===== src/rtl/xof_triple_feeder.sv =====
// xof_triple_feeder: repacks BLK_W-bit keystream blocks into a NUM_BYTES byte stream of 3-byte groups
// PARSE_PRECOMP_EN adds the d1/d2 12-bit candidates and their < Q flags
module xof_triple_feeder #(
   parameter int BLK_W     = 128,
   parameter int NUM_BYTES = 768,
   parameter int BUF_BYTES = 32,
   parameter int Q         = 3329
) (
   input  logic             clk,
   input  logic             rst,
   input  logic             start,
   input  logic             abort,
   input  logic             blk_valid,
   input  logic [BLK_W-1:0] blk_data,
   output logic             blk_ready,
   output logic             tri_valid,
   output logic [23:0]      tri_data,
   input  logic             tri_ready,
   output logic             busy,
   output logic             done
`ifdef PARSE_PRECOMP_EN
   ,
   output logic [11:0]      d1,
   output logic [11:0]      d2,
   output logic             d1_ok,
   output logic             d2_ok
`endif
);
   localparam int BB = BLK_W / 8;
   localparam int PW = $clog2(BUF_BYTES);
   localparam int OW = $clog2(BUF_BYTES + 1);
   localparam int AW = $clog2(NUM_BYTES + 1);
   typedef enum logic [1:0] {IDLE, RUN, DRAIN, DONE} state_t;
   state_t state, state_n;
   logic [7:0] mem [BUF_BYTES];
   logic [PW-1:0] head, tail;
   logic [OW-1:0] occ;
   logic [AW-1:0] acc;
   logic active, push, pop, flush;
   // offsets never exceed BUF_BYTES, so one conditional subtract wraps
   function automatic logic [PW-1:0] wrap(input int p);
      return PW'(p >= BUF_BYTES ? p - BUF_BYTES : p);
   endfunction
   assign active    = state == RUN || state == DRAIN;
   assign busy      = active;
   assign done      = state == DONE;
   assign blk_ready = state == RUN && occ <= OW'(BUF_BYTES - BB) && acc < AW'(NUM_BYTES);
   assign tri_valid = active && occ >= OW'(3);
   assign tri_data  = tri_valid ? {mem[wrap(int'(head) + 2)], mem[wrap(int'(head) + 1)], mem[head]} : 24'd0;
   assign push      = blk_valid && blk_ready;
   assign pop       = tri_valid && tri_ready;
   assign flush     = start || (abort && active);
   always_comb begin
      state_n = state;
      if (start)
         state_n = RUN;
      else if (abort && active)
         state_n = DONE;
      else if (state == RUN && push && int'(acc) + BB >= NUM_BYTES)
         state_n = DRAIN;
      else if (state == DRAIN && occ == '0)
         state_n = DONE;
   end
   always_ff @(posedge clk) begin
      if (rst) begin
         state <= IDLE;
         head  <= '0;
         tail  <= '0;
         occ   <= '0;
         acc   <= '0;
      end else begin
         state <= state_n;
         if (flush) begin
            head <= '0;
            tail <= '0;
            occ  <= '0;
            acc  <= '0;
         end else begin
            if (push) begin
               tail <= wrap(int'(tail) + BB);
               acc  <= acc + AW'(BB);
            end
            if (pop)
               head <= wrap(int'(head) + 3);
            occ <= occ + (push ? OW'(BB) : OW'(0)) - (pop ? OW'(3) : OW'(0));
         end
      end
   end
   always_ff @(posedge clk)
      if (push)
         for (int k = 0; k < BB; k++)
            mem[wrap(int'(tail) + k)] <= blk_data[8*k +: 8];
`ifdef PARSE_PRECOMP_EN
   assign d1    = {tri_data[11:8], tri_data[7:0]};
   assign d2    = {tri_data[23:16], tri_data[15:12]};
   assign d1_ok = tri_valid && d1 < 12'(Q);
   assign d2_ok = tri_valid && d2 < 12'(Q);
`endif
endmodule


===== config.mk =====
export PLATFORM = sky130hd
export DESIGN_NAME = xof_triple_feeder
export DESIGN_NICKNAME = d
export VERILOG_FILES = /design/src/rtl/xof_triple_feeder.sv
export SDC_FILE = /design/constraint.sdc
export NUM_CORES = 1
export LEC_CHECK = 0
export CAP_MARGIN = 20
export CORE_ASPECT_RATIO = 1.4
export CORE_MARGIN = 3
export CORE_UTILIZATION = 43
export DETAILED_ROUTE_END_ITERATION = 8
export GPL_ROUTABILITY_DRIVEN = 0
export GPL_TIMING_DRIVEN = 0
export HOLD_SLACK_MARGIN = 0.03
export PLACE_DENSITY = 0.7
export SYNTH_ARGS = -nofsm -noshare
export SYNTH_HDL_FRONTEND = slang
export SYNTH_SLANG_ARGS = --single-unit

===== constraint.sdc =====
create_clock -name clk -period 11.7 [get_ports clk]
set_input_delay 1.17 -clock clk [delete_from_list [all_inputs] [get_ports clk]]
set_output_delay 1.17 -clock clk [all_outputs]
set_load 0.03 [all_outputs]

# --- After elaboration in Yosys (flattened, before gate mapping) ---
# Memories as Yosys holds them, arrays and structs flattened. A register that Yosys moved wholly into a read port is not among the register bits.
# Index checks and enable logic that the tools add are counted.
totals:
  reg_bits: 28
  mem_bits_rw: 256
  inputBits: 134
  output_inout_bits: 28
  elab_cells: 124
  mem_count: 1
mem_list:
  columns: ["memory", "depth", "width", "read_ports", "rd_ports_with_merged_regs", "write_ports", "line", "source"]
  rows:
  - ["mem", 32, 8, 3, 1, 16, "35", "logic [7:0] mem [BUF_BYTES];"]
op_classes:
  addsub: 43
  order_cmp: 24
  eq_ne: 3
  n_mux: 31
  n_reduce_logical: 16
ops:
  columns: ["operator", "n"]
  rows:
  - ["$mux 5", 23]
  - ["$ge 6x6->1 const B", 19]
  - ["$sub 5x1->5 const B", 20]
  - ["$add 5x4->6 const B", 8]
  - ["$add 5x2->6 const B", 4]
  - ["$add 5x3->6 const B", 4]
  - ["$mux 24", 1]
  - ["$add 5x1->6 const B", 2]
  - ["$add 10x5->11 const B", 1]
  - ["$ge 11x10->1 const B", 1]
  - ["$add 10x5->10 const B", 1]
  - ["$lt 10x10->1 const B", 1]
  - ["$logic_and 1x1->1", 9]
  - ["$mux 2", 4]
  - ["$add 5x5->6 const B", 1]
  - ["$add 6x5->6", 1]
  - ["$ge 5x6->1 const B", 1]
  - ["$ge 6x2->1 const B", 1]
  - ["$le 6x5->1 const B", 1]
  - ["$logic_not 6->1", 1]
  - ["$sub 6x2->6", 1]
  - ["$eq 2x2->1 const B", 2]
  - ["$reduce_bool 4->1", 1]
  - ["$reduce_or 2->1", 2]
  - ["other kinds (4)", 7]

# --- Longest topological paths before layout ---
depth:
  word_depth: 9
  mapped_depth: 16

# --- Worst setup path after synthesis ---
# Ideal clock, no wire load.
synth_timing:
  path_kind: "reg-to-reg"
  startpoint: "register occ[2]"
  endpoint: "memory mem[0][0] (enable)"
  setup_time_ns: 0.618
  arrival_time_ns: 7.181
  path_slack_ns: 3.900
  path_stages_with_launch: 8
  path_buffers: 1
  period_less_slack_ns: 7.800
  path_cell_list: "dfxtp_1 > inv_1 > ha_1 > or3b_1 > a221oi_2 > nand2_2 > buf_6 > nor2_1"
synth_lines:
  columns: ["item", "line", "source"]
  rows:
  - ["start: declaration", "37", "logic [OW-1:0] occ;"]
  - ["start signal: assignment", "85", "occ <= occ + (push ? OW'(BB) : OW'(0)) - (pop ? OW'(3) : OW'(0));"]
  - ["end: declaration", "35", null]

# --- Worst setup path in the final report ---
layout_timing:
  startpoint: "register head[1]"
  endpoint: "output tri_data[13]"
layout_via:
  elab_chain_cells: 5
  word_cells_on_any_way: 6
  classes_between: "add/sub (2); order compare (1); mux (2); memory (1)"
layout_rtl:
  columns: ["item", "line", "source"]
  rows:
  - ["start: declaration", "36", "logic [PW-1:0] head, tail;"]
  - ["start signal: assignment", "84", "head <= wrap(int'(head) + 3);"]
  - ["$add 5x1->6 (*)", "49", "assign tri_data = tri_valid ? {mem[wrap(int'(head) + 2)], mem[wrap(int'(head) + 1)], mem[head]} : 24'd0;"]
  - ["$sub 5x1->5 / $ge 6x6->1 (equally long branches)", "42", "return PW'(p >= BUF_BYTES ? p - BUF_BYTES : p);"]
  - ["$mux 5 (*)", "42", null]
  - ["$mem_v2 32x8 (*)", null, null]
  - ["$mux 24 (*)", "49", null]
  - ["end: declaration", "17", "output logic [23:0] tri_data,"]
# Mark *: on every way between the ends. The rest lies on a longest branch, timed or not.

==> results.yml <==
clock_tree:
  clkLatencyLatePin_ns: 0.58
  clkTransAtPathRegs_ns: 0.08
  cts-htree-levels: 1
  post_cts_resized: 0
  cts_made_buffers: 28
  cts_setup_buffers: 0
  cts_root_buffer: "clkbuf_16"
  clockBufferDepth: 3
  clock-sinks: 281
  ctsHoldBuffers: 0
  tritoncts: "done"
routing:
  wl_mm: 51.15
  drt-vias-per-instance: 6.838
  drc: 0
  wire_per_inst_um: 33.13
  first_pass_iters: 5
  final_antenna_net_count: 0
  first_iter_violations: 1617
  vias: 10560
critical_path:
  crit_buf_inv: 7
  critical_path_class: "reg2out"
  crit_path_cell_trace: "buf_1 > clkbuf_1 > inv_1 > ha_1 > buf_2 > buf_2 > buf_1 > mux4_2 > mux2i_1 > o221ai_1 > clkdlybuf4s50_1"
  cp_data_required_time_ns: 10.53
  cp-start-kind: "register"
  crit_family: "buffers and inverters"
  cpPeakStageDelay_ns: 0.76
  cp-end-kind: "output pin"
  cp_slowest_cell: "clkdlybuf4s50_1"
  worstPathArrival_ns: 6.14
  cp_max_fo: 10
synth:
  synth_area_mm2: 0.01520
  synthAdderAreaFrac: 0.01531
  synth-edff-count: 256
  synth.largest_area_cell: "edfxtp_1"
  syn_inst: 870
  yosys.area_share.simple: 0.03285
  synth_seq_cells: 281
  synth_ff_type: "edfxtp_1"
  synth_top_family_by_area: "multiplexers"
  synth_xor_area_frac: 0.009303
  muxShareOfSynthArea: 0.3273
  synth_compound_area_frac: 0.05121
  syn_area_per_cell_um2: 17.47
  ys_types: 46
  ys_seq_area_frac: 0.5387
  syn_nets: 1022
  ys_warn_count: 0
  yosysTopAreaCellShare: 0.5058
  synth_area_leaders: "edfxtp_1 (51%), mux4_2 (26%), mux2i_1 (4.3%)"
  async_reset_ff_frac: 0
cells_and_area:
  seqCellArea_mm2: 0.008188
  areaGrowthSynthToFinish_pct: 21.70
  nFillCells: 2830
  fin_cells: 1544
  drive_above_1_share: 0.2845
  multi_input_area_mm2: 0.006641
  antenna_cells: 0
  postLayoutCoreUtil: 0.5372
  stdcell_area_mm2: 0.01850
  nets: 1223
sta:
  min_period_ns: 7.308
  relSlewSlack: 0.1705
  rsz0062_at_grt: "false"
  final.period_utilization: 0.6246
  postLayoutSetupSlackWorst_ns: 4.392
  timing.fmax_mhz: 136.8
  hold_slack_ns: 0.4941
  fin_skew_ns: 0.02095
  setup_tns_ns: 0
  finalSetupViolations: 0
  worst_pin_slew_ns: 1.244
  finalHoldViolations: 0
  drv_slew: 0
global_routing:
  grt_pass1_wl_mm: 72.08
  grt_max_degree: 34
  grt-ovfl-total: 0
  grtUsageMet3: 0.05221
  busiest_layer: "met2"
  antenna_found_initial: 0
  grtUsageTotal: 0.2684
  met1_usage: 0.3258
  grt_pass1_vias: 10720
  grt_use_met2: 0.4323
flow_run:
  maxCapViolCount: 0
place:
  hpwl_mm: 36.09
  place_ws_ns: 5.253
  place_area_mm2: 0.01756
  place_inst: 1490
  io_buffers: 161
floorplanning:
  die_x_um: 164.9
  ios: 162
  die-area_mm2: 0.03767
  core_area_mm2: 0.03443
  die_h_um: 228.4
  rows: 80
  initial_core_util: 0.4414
power_and_ir_drop:
  leakage_nw: 5.608
  peakVddDrop_mv: 0.1185
  power_mw: 2.725
  power.density_mw_per_mm2: 147.3
min_path:
  hold_path_class: "reg2reg"
status:
  status: "completed"
## layout make-up
type,instances,area share
plain buffers,65,0.01691
well taps,451,0.03051
clock inverters,22,0.01028
flip-flops and latches,281,0.4427
repair buffers,171,0.09727
clock buffers,30,0.03944
multi-input cells,505,0.3591
inverters,19,0.003856
## logic make-up after synthesis
family / after synthesis
xor+xnor: 14
buf+inv: 84
mux: 273
simple gates: 98
flops: 281
fa+ha+maj: 18
compound gates: 102
## worst paths after layout
path         depth (start not counted)  slack, ns                   end            startpoint
max                                 11       4.39          tri_data[13]  head[1]$_SDFFE_PP0P_
max reg2reg                          8       7.37  head[1]$_SDFFE_PP0P_  head[1]$_SDFFE_PP0P_
min reg2reg                          2       0.49   acc[9]$_SDFFE_PP0N_   acc[9]$_SDFFE_PP0N_
min                                  2       0.49   acc[9]$_SDFFE_PP0N_   acc[9]$_SDFFE_PP0N_
## state kept, by name, indices dropped and copies added, names as in the netlist, named ones only
name,flops
head,5
tail,1
acc,6
occ,6
state,2
mem,256
## cell usage in the layout (no fill, tap or decap), types with 5 or more instances in the layout
master	netlist	routed
buf_12	0	7
ha_1	17	17
buf_4	6	6
nor4_1	8	8
mux2i_1	65	65
clkbuf_1	18	19
buf_2	31	31
a22oi_1	16	16
nand3_1	5	5
dfxtp_1	25	25
a221o_1	8	8
clkinvlp_4	0	8
nand2_1	20	20
a211oi_1	18	18
a21o_1	9	9
mux4_2	176	176
o221ai_1	16	16
nor2b_1	19	19
nor2_1	25	23
edfxtp_1	256	256
mux2_2	32	32
xor2_1	5	5
inv_1	19	19
clkbuf_16	0	29
xnor2_1	8	8
a22o_1	8	8
buf_1	9	9
or3_1	5	5
o22ai_1	8	8
a21oi_1	10	10
clkdlybuf4s50_1	0	161
## power breakdown
part / internal (mW) / switching [mW]
clock: 0.499 / 0.399
combinational: 0.276 / 0.337
sequential: 1.17 / 0.0476
## worst reg2reg max path, delay by kind of cell (launching register included)
kind | cells | cell delay (ns)
AOI/OAI and AO/OA | 1 | 0.21
adders and majority gates | 1 | 0.34
buffers and inverters | 6 | 3.19
DFF | 1 | 0.43
## synthesized netlist by cell type, types with 9 or more instances
| master | n |
|---|---|
| clkbuf_1 | 18 |
| buf_1 | 9 |
| a21o_1 | 9 |
| mux2_2 | 32 |
| edfxtp_1 | 256 |
| mux4_2 | 176 |
| o221ai_1 | 16 |
| nor2b_1 | 19 |
| a211oi_1 | 18 |
| a22oi_1 | 16 |
| buf_2 | 31 |
| nor2_1 | 25 |
| mux2i_1 | 65 |
| dfxtp_1 | 25 |
| inv_1 | 19 |
| ha_1 | 17 |
| nand2_1 | 20 |
| a21oi_1 | 10 |
## layer usage
| metal | wire length (um) | vias up |
|---|---|---|
| met5 | 0 | - |
| met4 | 4032 | 0 |
| met3 | 5467 | 230 |
| met2 | 24570 | 928 |
| met1 | 17080 | 5286 |
| li1 | - | 4114 |
Power figures use the tool's default switching activity.
==> edit 1: new RTL, same flow settings <==
The option `PARSE_PRECOMP_EN` is turned on by a define.
--- a/src/rtl/xof_triple_feeder.sv
+++ b/src/rtl/xof_triple_feeder.sv
@@ -2,2 +2,4 @@
 // PARSE_PRECOMP_EN adds the d1/d2 12-bit candidates and their < Q flags
+`define PARSE_PRECOMP_EN
+
 module xof_triple_feeder #(
New outputs: d1, d1_ok, d2 and d2_ok. Check against the original RTL: not settled (the Yosys comparison gave no result); the edit may change what the design does.
==> edit 1 against the unedited design <==
Worst hold slack improved by 35 ps. Routed wire length decreased by 8.6%. Power rose by 5.1%. Synthesized area up 1.1%. First-iteration DRC count fell by 19%. Worst setup slack lost 2100 ps. Final area rose by 2.4%. Sequential cell count unchanged.
==> edit 1: results (changes against the unedited design) <==
Status
  – Outcome: finished clean

Critical path
  – Crit path capture: d2_ok
  – Top fanout value on the critical path: 10 (unchanged)
  – Register-to-Register Setup Slack: 6210 ps (-1160 ps)
  – Path depth of the worst reg2reg path: 10 (+2)
  – Slowest stage cell on the critical path: sky130_fd_sc_hd__buf_1
  – Delay-heaviest family, CP: buffers and inverters

Global routing
  – Maximum number of pins on one net before global-route repair: 35 (+2.9%)
  – Met2 Track Usage GR: 43.4% (+0.19 points)
  – Number of global-route vias before repair: 10757 (+0.31%)
  – Global-route wire length before repair: 68.3 mm (-5.2%)
  – Number of antenna violations at the first check in global routing: 0 (unchanged)
  – GRT met3 Usage: 4.78% (-0.44 points)
  – Total track usage: 24.2% (-2.6 points)
  – Most heavily used metal layer in global routing: met2
  – Global-route track usage on met1: 27.8% (-4.8 points)

Synth
  – Prevailing post-synth register cell: sky130_fd_sc_hd__edfxtp_1
  – Leading post-synthesis cells by instance count: 256 x sky130_fd_sc_hd__edfxtp_1, 213 x sky130_fd_sc_hd__mux4_2, 52 x sky130_fd_sc_hd__nor2_1, 39 x sky130_fd_sc_hd__nand2_1, 30 x sky130_fd_sc_hd__mux2i_1
  – Number of enable-type register cells in the synthesized netlist: 256 (unchanged)
  – Number of library cell types mapped by synthesis: 48 (+4.3%)
  – Sequential area share after synthesis: 53.3% (-0.57 points)
  – Number of nets in the synthesized netlist: 1033 (+1.1%)
  – Largest cells by area after synthesis: sky130_fd_sc_hd__edfxtp_1 50%, sky130_fd_sc_hd__mux4_2 31%, sky130_fd_sc_hd__dfxtp_1 3.3%

Hold path
  – Terminating pin of the worst hold path: acc[8]
  – Hold wc startpoint: acc[8]

Place
  – HPWL after detailed placement: 34.8 mm (-3.6%)
  – Number of port buffers: 187 (+16%)

Power and ir drop
  – Pwr dens: 151 nW/um2 (+2.6%)
  – Clock share of power: 31.0% (-2.0 points)
  – Net switching share of the total power: 28.9% (+0.15 points)
  – Maximum VDD drop: 0.000149 V (+26%)
  – Power consumed by sequential cells: 1210 uW (about the same)
  – Standby leakage power: 0.00601 uW (+7.2%)

Route
  – Drt wl/cell: 29.5 um (-11%)
  – Number of detailed-route iterations in the first pass: 6 (+1)
  – Wire length on met3: 4.64 mm (-15%)
  – Starting DRT DRC Count: 1306 (-19%)
  – Via count: 10390 (-1.6%)
  – Routed length on met1: 15.2 mm (-11%)
  – Total length of routed met2 wires: 24.7 mm (+0.62%)

Final layout
  – Fraction of final layout cells sized beyond drive strength 1: 28.7% (+0.22 points)
  – N_diodes: 0 (unchanged)
  – Number of nets in the layout: 1263 (+3.3%)

CTS
  – Root Buffer Master: sky130_fd_sc_hd__clkbuf_16
  – TritonCTS buffer count: 28 (unchanged)
  – H-tree lvl count: 1 (unchanged)

Timing
  – Final worst clock skew: 21.0 ps (+0.0817 ps)
  – Transition time at the pin with the least slew margin: 1250 ps (+5.80 ps)
  – Worst slack on hold paths: 529 ps (+34.9 ps)
-- edit 1: area by class of cell --
type | count | area, um2
timing repair buffer | 200 | 2100
tap | 456 | 571
inverter | 20 | 75.1
clock buffer | 33 | 741
multi-input combinational | 492 | 6650
sequential | 281 | 8190
fill | 2863 | 16100
buffer | 89 | 464
clock inverter | 15 | 155
-- edit 1: cell families after synthesis --
kind of cell	synth area share (%)
DFF	53.3
and+or+nand+nor	4.33
buffers and inverters	3.51
muxes	33.4
adders and majority gates	1.43
xor gates and xnor gates	0.912
AOI/OAI and AO/OA	3.10
-- edit 1: metrics by stage --
step / worst slack, ps / std cells / area (um2) / utilization (%)
floorplan: 3730 / 882 / 15400 / -
global placement: 927 / 1525 / 17800 / 50.8
detailed placement: 3080 / 1537 / 18000 / 51.4
CTS: 2500 / 1585 / 18900 / 54.0
global route: 2130 / 1586 / 18900 / 54.0
finish: 2330 / 1586 / 18900 / 54.0
==> edit 2: new RTL, config.mk and constraints unchanged <==
Made on the original files. Make the reset (`rst`) asynchronous in one clocked block.
--- a/src/rtl/xof_triple_feeder.sv
+++ b/src/rtl/xof_triple_feeder.sv
@@ -63,3 +63,3 @@
    end
-   always_ff @(posedge clk) begin
+   always_ff @(posedge clk or posedge rst) begin
       if (rst) begin
Function: not settled (the Yosys comparison gave no result); the edit may change what the design does.
==> edit 2 against the unedited design <==
Clock skew shrank 6.3 ps. Sequential cell count shrank 5. Utilization shrank 1.3 points. Worst setup slack lost 1000 ps. Global-route usage grew 5.1 points. Final area grew 9.3%. Cell count grew 31%. Routed wire length grew 33%. Count of clock-buffer cells in the layout grew 1. Non-clock buffer count grew 67. Synthesized area grew 11%. Critical path depth grew 1.
Power is not compared: it rests on default switching activity, and its combinational part moved more than twofold at a synthesized area within 25%.
==> edit 2: results (changes against the unedited design) <==
Status
  – Outcome: finished clean

Synth
  – Number of library cell types mapped by synthesis: 56 (+22%)
  – Post-synthesis adder-cell area fraction: 1.16% (-0.37 points)
  – Xor and xnor fraction of the mapped netlist area: 0.780% (-0.15 points)
  – Multiplexer fraction of the synthesized cell area: 21.6% (-11 points)
  – Leading post-synthesis cells by instance count: 256 x sky130_fd_sc_hd__edfxtp_1, 243 x sky130_fd_sc_hd__a21o_1, 104 x sky130_fd_sc_hd__mux4_2, 94 x sky130_fd_sc_hd__mux2i_1, 73 x sky130_fd_sc_hd__nor2_1
  – Largest cells by area after synthesis: sky130_fd_sc_hd__edfxtp_1 46%, sky130_fd_sc_hd__mux4_2 14%, sky130_fd_sc_hd__a21o_1 11%
  – Compound-Gate Fraction of Synth Area: 17.9% (+13 points)
  – Number of nets in the synthesized netlist: 1438 (+41%)
  – Average cell area after synthesis: 13.1 um2 (-25%)
  – Sequential area share after synthesis: 48.6% (-5.3 points)

Route
  – Via count: 13971 (+32%)
  – Starting DRT DRC Count: 2375 (+47%)
  – Number of vias per cell: 6.89 (+0.70%)
  – Total wire length after detailed routing: 68.3 mm (+33%)
  – Number of detailed-route iterations in the first pass: 6 (+1)

Critical path
  – Reg-to-reg startpoint: head[1]
  – Slowest stage cell on the critical path: sky130_fd_sc_hd__buf_1
  – Critical path launch point type: flop
  – Path depth of the worst reg2reg path: 9 (+1)
  – Crit path capture: tri_data[9]
  – Register-to-Register Setup Slack: 6910 ps (-460 ps)
  – Top fanout value on the critical path: 11 (+1)
  – Signal arrival time at the worst endpoint: 7190 ps (+1050 ps)

Global routing
  – Total track usage: 31.9% (+5.1 points)
  – Global-route wire length before repair: 95.3 mm (+32%)
  – Maximum number of pins on one net before global-route repair: 62 (+82%)

CTS
  – TritonCTS buffer count: 27 (-3.6%)
  – H-tree lvl count: 1 (unchanged)
  – Number of gates resized after CTS: 0 (unchanged)
  – Max Buffers Root-to-Sink: 3 (unchanged)

Final layout
  – Fill cell count: 3315 (+17%)
  – N_diodes: 0 (unchanged)
  – Fraction of final layout cells sized beyond drive strength 1: 17.8% (-11 points)

Place
  – Number of cells in the design after placement: 1978 (+33%)
  – HPWL after detailed placement: 49.7 mm (+38%)

Hold path
  – Hold wc startpoint: acc[9]

Timing
  – Final worst clock skew: 14.7 ps (-6.30 ps)
  – Worst slew margin relative to its limit: 19.6% (+2.5 points)
==> edit 2: cell count changes in the layout (fill, tap and decap cells not counted), moves of 24 or more <==
| cell | delta |
|---|---|
| sky130_fd_sc_hd__a21o_1 | +234 |
| sky130_fd_sc_hd__mux4_2 | -72 |
| sky130_fd_sc_hd__buf_4 | +25 |
| sky130_fd_sc_hd__a221oi_1 | +29 |
| sky130_fd_sc_hd__clkbuf_1 | +36 |
| sky130_fd_sc_hd__dfxtp_1 | -25 |
| sky130_fd_sc_hd__a311oi_1 | +24 |
| sky130_fd_sc_hd__mux2i_1 | +29 |
| sky130_fd_sc_hd__nor2_1 | +49 |
| sky130_fd_sc_hd__nand2_1 | +29 |
==> edit 2: area by class of cell <==
type	instances	share of cell area, %
flip-flops and latches	276	40.5
plain buffers	134	3.31
multi-input cells	862	39.2
clock buffers	31	3.42
clock inverters	18	1.35
repair buffers	169	8.64
well taps	522	3.23
inverters	17	0.316
==> edit 2: cell families after synthesis <==
| family | Yosys count |
|---|---|
| XOR/XNOR | 15 |
| flip-flops | 276 |
| AO/OA/AOI/OAI | 400 |
| AND/OR/NAND/NOR | 202 |
| buffers and inverters | 151 |
| multiplexers | 230 |
| adder cells (fa/ha/maj) | 15 |
==> edit 2: worst register-to-register path, cell delays in order (launching register included) <==
cell and delay, ps:
sky130_fd_sc_hd__dfrtp_1 450, sky130_fd_sc_hd__buf_2 250, sky130_fd_sc_hd__inv_2 260, sky130_fd_sc_hd__clkbuf_1 560
sky130_fd_sc_hd__clkbuf_1 590, sky130_fd_sc_hd__ha_1 280, sky130_fd_sc_hd__buf_2 330, sky130_fd_sc_hd__buf_1 940
sky130_fd_sc_hd__buf_1 780, sky130_fd_sc_hd__a311oi_1 200
==> edit 2: report_power, final <==
group          internal [uW]  switching (uW)  total [uW]  leakage (uW)
Clock                    579             408         987      0.000470
Combinational            552             820        1370       0.00460
Sequential              1230            71.8        1300       0.00262
==> edit 2: metal layers <==
metal | up-vias | track usage (%) | part of all wire (%)
li1 | 5510 | - | -
met3 | 370 | 7.05 | 11
met5 | - | 0.116 | 0
met4 | 0 | 25.9 | 11
met2 | 1266 | 53.0 | 47
met1 | 6825 | 35.3 | 32
==> edit 2: stage by stage <==
step	cell area [um2]	hold WS (ps)	setup WS [ps]	total power (uW)
after floorplan	16800	494	7060	2110
after global placement	19100	516	4700	2590
after detailed placement	19200	554	4650	2630
after CTS	20200	567	4050	3600
after global routing	20200	601	3480	3730
final	20200	568	3340	3660
